`config.mk`:
```
export PLATFORM = sky130hd
export DESIGN_NAME = pwm_peripheral
export DESIGN_NICKNAME = d
export VERILOG_FILES = /design/src/rtl/pwm_peripheral.sv
export SDC_FILE = /design/constraint.sdc
export NUM_CORES = 1
export LEC_CHECK = 0
export BUFFER_PORTS_ARGS = -buffer_cell sky130_fd_sc_hd__buf_4
export CORE_MARGIN = 2
export CORE_UTILIZATION = 49
export CTS_CLUSTER_SIZE = 24
export DETAILED_ROUTE_END_ITERATION = 10
export PLACE_DENSITY = 0.83
export SLEW_MARGIN = 20
export SYNTH_ARGS = -nofsm -noshare
export SYNTH_HDL_FRONTEND = slang
export SYNTH_SLANG_ARGS = --single-unit
```
`constraint.sdc`:
```
create_clock -name clk -period 2.2 [get_ports clk]
set_clock_uncertainty 0.2 [all_clocks]
set_input_delay 0.44 -clock clk [delete_from_list [all_inputs] [get_ports clk]]
set_output_delay 0.44 -clock clk [all_outputs]
set_load 0.005 [all_outputs]
```
`src/rtl/pwm_peripheral.sv`:
```
// 16-channel output driver: each bit is off, static-high or PWM from one shared 8-bit counter.
// The duty value is double-buffered and reloaded only at a period boundary, so no runt pulses occur.
module pwm_peripheral #(
  parameter int unsigned CLK_DIV = 13
) (
  input  logic        clk,
  input  logic        rst_n,
  input  logic [7:0]  en_reg_out_7_0,
  input  logic [7:0]  en_reg_out_15_8,
  input  logic [7:0]  en_reg_pwm_7_0,
  input  logic [7:0]  en_reg_pwm_15_8,
  input  logic [7:0]  pwm_duty_cycle,
  output logic [15:0] out,
  output logic        period_start
);

  localparam int unsigned PS_W  = (CLK_DIV > 1) ? $clog2(CLK_DIV) : 1;
  localparam int unsigned CNT_W = 8;
  localparam int unsigned OUT_W = 16;
  localparam logic [PS_W-1:0]  PS_LAST  = PS_W'(CLK_DIV - 1);
  localparam logic [CNT_W-1:0] CNT_LAST = {CNT_W{1'b1}};

  typedef enum logic {
    PRIME = 1'b0,
    RUN   = 1'b1
  } state_e;

  state_e           state_q, state_d;
  logic [PS_W-1:0]  prescale_cnt_q, prescale_cnt_d;
  logic [CNT_W-1:0] pwm_cnt_q, pwm_cnt_d;
  logic [CNT_W-1:0] duty_shadow_q, duty_shadow_d;
  logic [OUT_W-1:0] out_q, out_d;
  logic             period_start_q, period_start_d;

  logic [OUT_W-1:0] en_out_c;
  logic [OUT_W-1:0] en_pwm_c;
  logic             pwm_lvl_c;
  logic             tick_c;
  logic             boundary_c;

  // Level and timing strobes derived from registered state only
  always_comb begin
    en_out_c   = {en_reg_out_15_8, en_reg_out_7_0};
    en_pwm_c   = {en_reg_pwm_15_8, en_reg_pwm_7_0};
    pwm_lvl_c  = (duty_shadow_q == CNT_LAST) ? 1'b1 : (pwm_cnt_q < duty_shadow_q);
    tick_c     = (state_q == RUN) && (prescale_cnt_q == PS_LAST);
    boundary_c = tick_c && (pwm_cnt_q == CNT_LAST);
  end

  // Next-state: PRIME samples the first duty, RUN free-runs the prescaler and PWM counter
  always_comb begin
    state_d        = state_q;
    prescale_cnt_d = prescale_cnt_q;
    pwm_cnt_d      = pwm_cnt_q;
    duty_shadow_d  = duty_shadow_q;
    period_start_d = 1'b0;
    // en_out=0 wins; otherwise the PWM level or a static high
    out_d          = en_out_c & (~en_pwm_c | {OUT_W{pwm_lvl_c}});

    case (state_q)
      PRIME: begin
        duty_shadow_d  = pwm_duty_cycle;
        prescale_cnt_d = '0;
        pwm_cnt_d      = '0;
        period_start_d = 1'b1;
        out_d          = '0;
        state_d        = RUN;
      end
      RUN: begin
        prescale_cnt_d = tick_c ? '0 : prescale_cnt_q + PS_W'(1);
        if (tick_c) begin
          pwm_cnt_d = pwm_cnt_q + CNT_W'(1);
        end
        if (boundary_c) begin
          duty_shadow_d  = pwm_duty_cycle;
          period_start_d = 1'b1;
        end
      end
      default: begin
        state_d = PRIME;
      end
    endcase
  end

  always_ff @(posedge clk or negedge rst_n) begin
    if (!rst_n) begin
      state_q        <= PRIME;
      prescale_cnt_q <= '0;
      pwm_cnt_q      <= '0;
      duty_shadow_q  <= '0;
      out_q          <= '0;
      period_start_q <= 1'b0;
    end else begin
      state_q        <= state_d;
      prescale_cnt_q <= prescale_cnt_d;
      pwm_cnt_q      <= pwm_cnt_d;
      duty_shadow_q  <= duty_shadow_d;
      out_q          <= out_d;
      period_start_q <= period_start_d;
    end
  end

  assign out          = out_q;
  assign period_start = period_start_q;

endmodule

```
Word-level counts from Yosys, hierarchy flattened:

Cells that the tools add are included.

* bits in registers: 38
* input bits: 42
* output and inout bits: 17
* logic and storage cells: 30

* add/subtract/negate cells: 2
* magnitude comparators: 1
* equal/unequal tests: 5
* multiplexer cells: 10
* bitwise operators: 4
* reduce and logical (&&, ||, !) cells: 2

Operator list (count)
* 8-bit one-hot mux with 2 select lines: 2
* 16-bit AND: 1
* 8-bit == test, second input constant: 2
* 16-bit 2-to-1 mux: 1
* 8-bit 2-to-1 mux: 2
* 16-bit NOT: 1
* 16-bit OR: 1
* 8-bit by 1-bit adder with 8-bit output, second input constant: 1
* 8-bit less-than comparator: 1
* 4-bit one-hot mux with 2 select lines: 1
* 4-bit by 1-bit adder with 4-bit output, second input constant: 1
* 4-bit == test, second input constant: 1
* 4-bit 2-to-1 mux: 1
* 2-bit by 1-bit inequality test with 1-bit output, second input constant: 2
* 1-bit logical AND: 2
* 1-bit 2-to-1 mux: 2
* 1-bit one-hot mux with 2 select lines: 1
* 1-bit NOT: 1

Longest topological paths before layout:

* depth in word-level cells: 5
* gate-level depth with buffers: 7
* depth with buffers taken out: 6

Least setup slack after synthesis:

No wires, ideal clock.

* path kind: register -> register
* start: reg pwm_cnt_q[6]
* end: reg out_q[10] (netlist: out[10])
* setup time: 0.124 ns
* data arrival time: 1.656 ns
* data required time: 1.876 ns
* setup slack: 0.220 ns
* cell stages (with the launch flop): 7
* path buffers: 1
* period minus slack after synthesis: 1.980 ns
* cell sequence: dfrtp_1 ha_1 and4_1 o21ai_1 o32ai_2 buf_2 a21oi_1

* cells in the longest elaborated chain, start to end: 5

RTL lines
* start: declaration: RTL line 30 `logic [CNT_W-1:0] pwm_cnt_q, pwm_cnt_d;`
* start signal: assignment: RTL line 96 `pwm_cnt_q <= pwm_cnt_d;`
* 8-bit less-than comparator: RTL line 45 `pwm_lvl_c = (duty_shadow_q == CNT_LAST) ? 1'b1 : (pwm_cnt_q < duty_shadow_q);`
* 1-bit 2-to-1 mux: RTL line 45
* 16-bit OR: RTL line 58 `out_d = en_out_c & (~en_pwm_c | {OUT_W{pwm_lvl_c}});`
* 16-bit AND: RTL line 58
* 16-bit 2-to-1 mux: RTL line 60 `case (state_q)`
* named net out_d[10]: RTL line 32 `logic [OUT_W-1:0] out_q, out_d;`
* end signal: assignment: RTL line 98 `out_q <= out_d;`
* end: declaration: RTL line 32

The timed path passes the listed nets, and every way through them passes these cells.
A chain may end at the register's enable or synchronous reset.

Worst setup path in the final report:

* start: reg pwm_cnt_q[6]
* end: reg out_q[9] (netlist: out[9])

The elaborated chain is that of the path after synthesis.

==> impl_metrics.env <==
export IMPL_grt_overflow_total=0
export IMPL_path_clk_slew_ns=0.12
export IMPL_portBuffers=58
export IMPL_cts_max_path_buffers=2
export IMPL_hold_viol_final=0
export IMPL_via_per_inst=4.98
export IMPL_num_antenna_cells=0
export IMPL_cp_data_required_time_ns=2.25
export IMPL_netlist_area_um2=1760
export IMPL_status="complete, no violations"
export IMPL_rows=21
export IMPL_cp_end_kind="flip-flop"
export IMPL_cts_buffers_inserted=5
export IMPL_synth_edf_count=0
export IMPL_grt_util_all_layers=0.205
export IMPL_syn_area_per_cell_um2=10.7
export IMPL_hold_class="input pin to flip-flop"
export IMPL_cts_resized=0
export IMPL_vdd_drop_max_mv=0.380
export IMPL_post_place_ws_ns=0.211
export IMPL_grt_pass1_wl_um=6480
export IMPL_fmax_mhz=498
export IMPL_pin_count=59
export IMPL_fin_crit_ns=2.01
export IMPL_power_total_mw=1.32
export IMPL_grt_start_max_net_pins=39
export IMPL_gp_congestion=0.712
export IMPL_hold_ws_ns=0.0471
export IMPL_cts_sinks=38
export IMPL_dr_first_iter_drc_count=81
export IMPL_setup_viol=0
export IMPL_antenna_found_initial=0
export IMPL_htreeDepth=2
export IMPL_cts_tree="built"
export IMPL_p_per_area_nw_per_um2=568
export IMPL_fin_nets=281
export IMPL_async_flop_share=1.00
export IMPL_dieArea_um2=4090
export IMPL_hpwl_um=2790
export IMPL_core_area_um2=3390
export IMPL_cap_violations=0
export IMPL_cp_top_family="compound AO/OA/AOI/OAI gates"
export IMPL_yosysUniqueCellTypes=36
export IMPL_die_y_um=64.0
export IMPL_dp_cells=267
export IMPL_worstSkewPairLatency_ns=0.34
export IMPL_synth_main_ff_cell="dfrtp_1"
export IMPL_drc_errors=0
export IMPL_start_util=0.520
export IMPL_path_cells="ha_1, a41o_1, a21oi_1, o32ai_2, buf_4, a21oi_1"
export IMPL_grt_pass1_vias=1481
export IMPL_worstPathArrival_ns=2.06
export IMPL_die_w_um=64.0
export IMPL_root_buffer="clkbuf_4"
export IMPL_power_leakage_nw=1.21
export IMPL_syn_nets=217
export IMPL_start_kind="flip-flop"
export IMPL_final_layout_size_suffix_gt1_frac=0.348
export IMPL_fin_crit_sh=0.913
export IMPL_path_class="flip-flop to flip-flop"
export IMPL_vias=1375
export IMPL_crit_top_cell="a21oi_1"
export IMPL_layout_setup_ws_ns=0.192
export IMPL_worst_path_buf_inv=1
export IMPL_fill_cells=253
export IMPL_tns_ns=0
export IMPL_yosys_register_bits=38
export IMPL_drv_slew=0
export IMPL_slowest_stage="dfrtp_1"
export IMPL_routedWlPerCell_um=13.2
export IMPL_ys_seq_area_frac=0.540
export IMPL_syn_to_final_growth_pct=31.9
export IMPL_yosysWarningCount=0
export IMPL_routed_wl_um=3650
export IMPL_dr_pass1_iters=4
export IMPL_fin_cells=276
export IMPL_rsz0062_at_grt="no"
export IMPL_critPathMaxStageDelay_ns=0.44
export IMPL_antenna_left=0
export IMPL_synthCells=165
export IMPL_cp_max_fo=16
per-stage QoR:
stage | area [um^2] | utilization
after CTS | 2320 | 0.685
after detailed placement | 2250 | 0.664
final | 2320 | 0.685
after global placement | 2250 | 0.664
after floorplan | 1760 | -
after global routing | 2320 | 0.685
layer usage:
metal	wire [um]	vias up	GRT usage
li1	-	686	-
met1	1400	629	0.226
met2	1890	54	0.349
met3	273	6	0.0810
met4	74	0	0.0870
met5	0	-	0
synthesized netlist by cell type (all sizes together), types with 2 or more instances:
cell     n  area share
and2     7       0.025
clkbuf   3      0.0064
dfrtp   38        0.54
xor2     2      0.0099
inv     12       0.026
o41ai    2       0.021
ha      10       0.071
nand4    4       0.023
nor2     4      0.0085
or3      2      0.0085
xnor2    4       0.020
o21ai   11       0.036
buf      2      0.0092
nand2   28       0.062
nand3    2      0.0057
a21boi   2      0.0085
nor3     2      0.0057
a21oi   18       0.051
kinds of logic after synthesis:
kind of cell             Yosys count  synth area share
AO/OA/AOI/OAI                     38             0.148
buffers and inverters             17            0.0412
multiplexers                       2            0.0142
flip-flops                        38             0.540
other                              1           0.00213
AND/OR/NAND/NOR                   53             0.154
adder cells (fa/ha/maj)           10            0.0710
XOR/XNOR                           6            0.0298
timing repair:
action	4_1_cts	5_1_grt
endpoints found under the setup margin	0	0
hold buffers	1	0
endpoints found under the hold margin	38	0
buffers inserted	0	0
worst paths after layout:
| kind | start | end | slack [ns] | cells past startpoint |
|---|---|---|---|---|
| worst max-delay path | pwm_cnt_q[6] | out[9] | 0.19 | 6 |
| worst min-delay path | en_reg_pwm_7_0[1] | out[1] | 0.05 | 2 |
| worst max register to register | pwm_cnt_q[6] | out[9] | 0.19 | 6 |
| worst min register to register | prescale_cnt_q[0] | prescale_cnt_q[0] | 0.31 | 1 |
| max in group asynchronous | rst_n | out[0] | 1.09 | 2 |
| min in group asynchronous | rst_n | duty_shadow_q[6] | 0.38 | 2 |
report_power, final:
part,leakage [nW],internal (mW),switching (mW)
clock,0.0343,0.154,0.224
combinational,0.687,0.105,0.0854
sequential,0.491,0.733,0.0196
cell usage in the layout, fill, tap and decap left out, types with 3 or more instances in the layout:
master | netlist | final
buf_4 | 0 | 61
dfrtp_1 | 38 | 38
nand2_1 | 26 | 26
a21oi_1 | 18 | 18
inv_1 | 12 | 12
ha_1 | 10 | 10
and2_1 | 7 | 7
o21ai_0 | 7 | 7
clkbuf_4 | 0 | 5
xnor2_1 | 4 | 4
nor2_1 | 4 | 4
nand4_1 | 3 | 3
layout make-up:
class / instances / area [um^2] / area share
timing repair buffer: 62 / 468 / 0.201
tap: 46 / 57.6 / 0.0248
sequential: 38 / 951 / 0.409
clock inverter: 2 / 12.5 / 0.00539
inverter: 12 / 45.0 / 0.0194
multi-input combinational: 110 / 738 / 0.318
clock buffer: 6 / 51.3 / 0.0221
state kept, by name, summed over array words and instances (netlist names):
name,count
duty_shadow_q,8
out,16
period_start,1
prescale_cnt_q,4
pwm_cnt_q,8
state_q,1
Note: power is estimated with default switching activity, not from simulation.
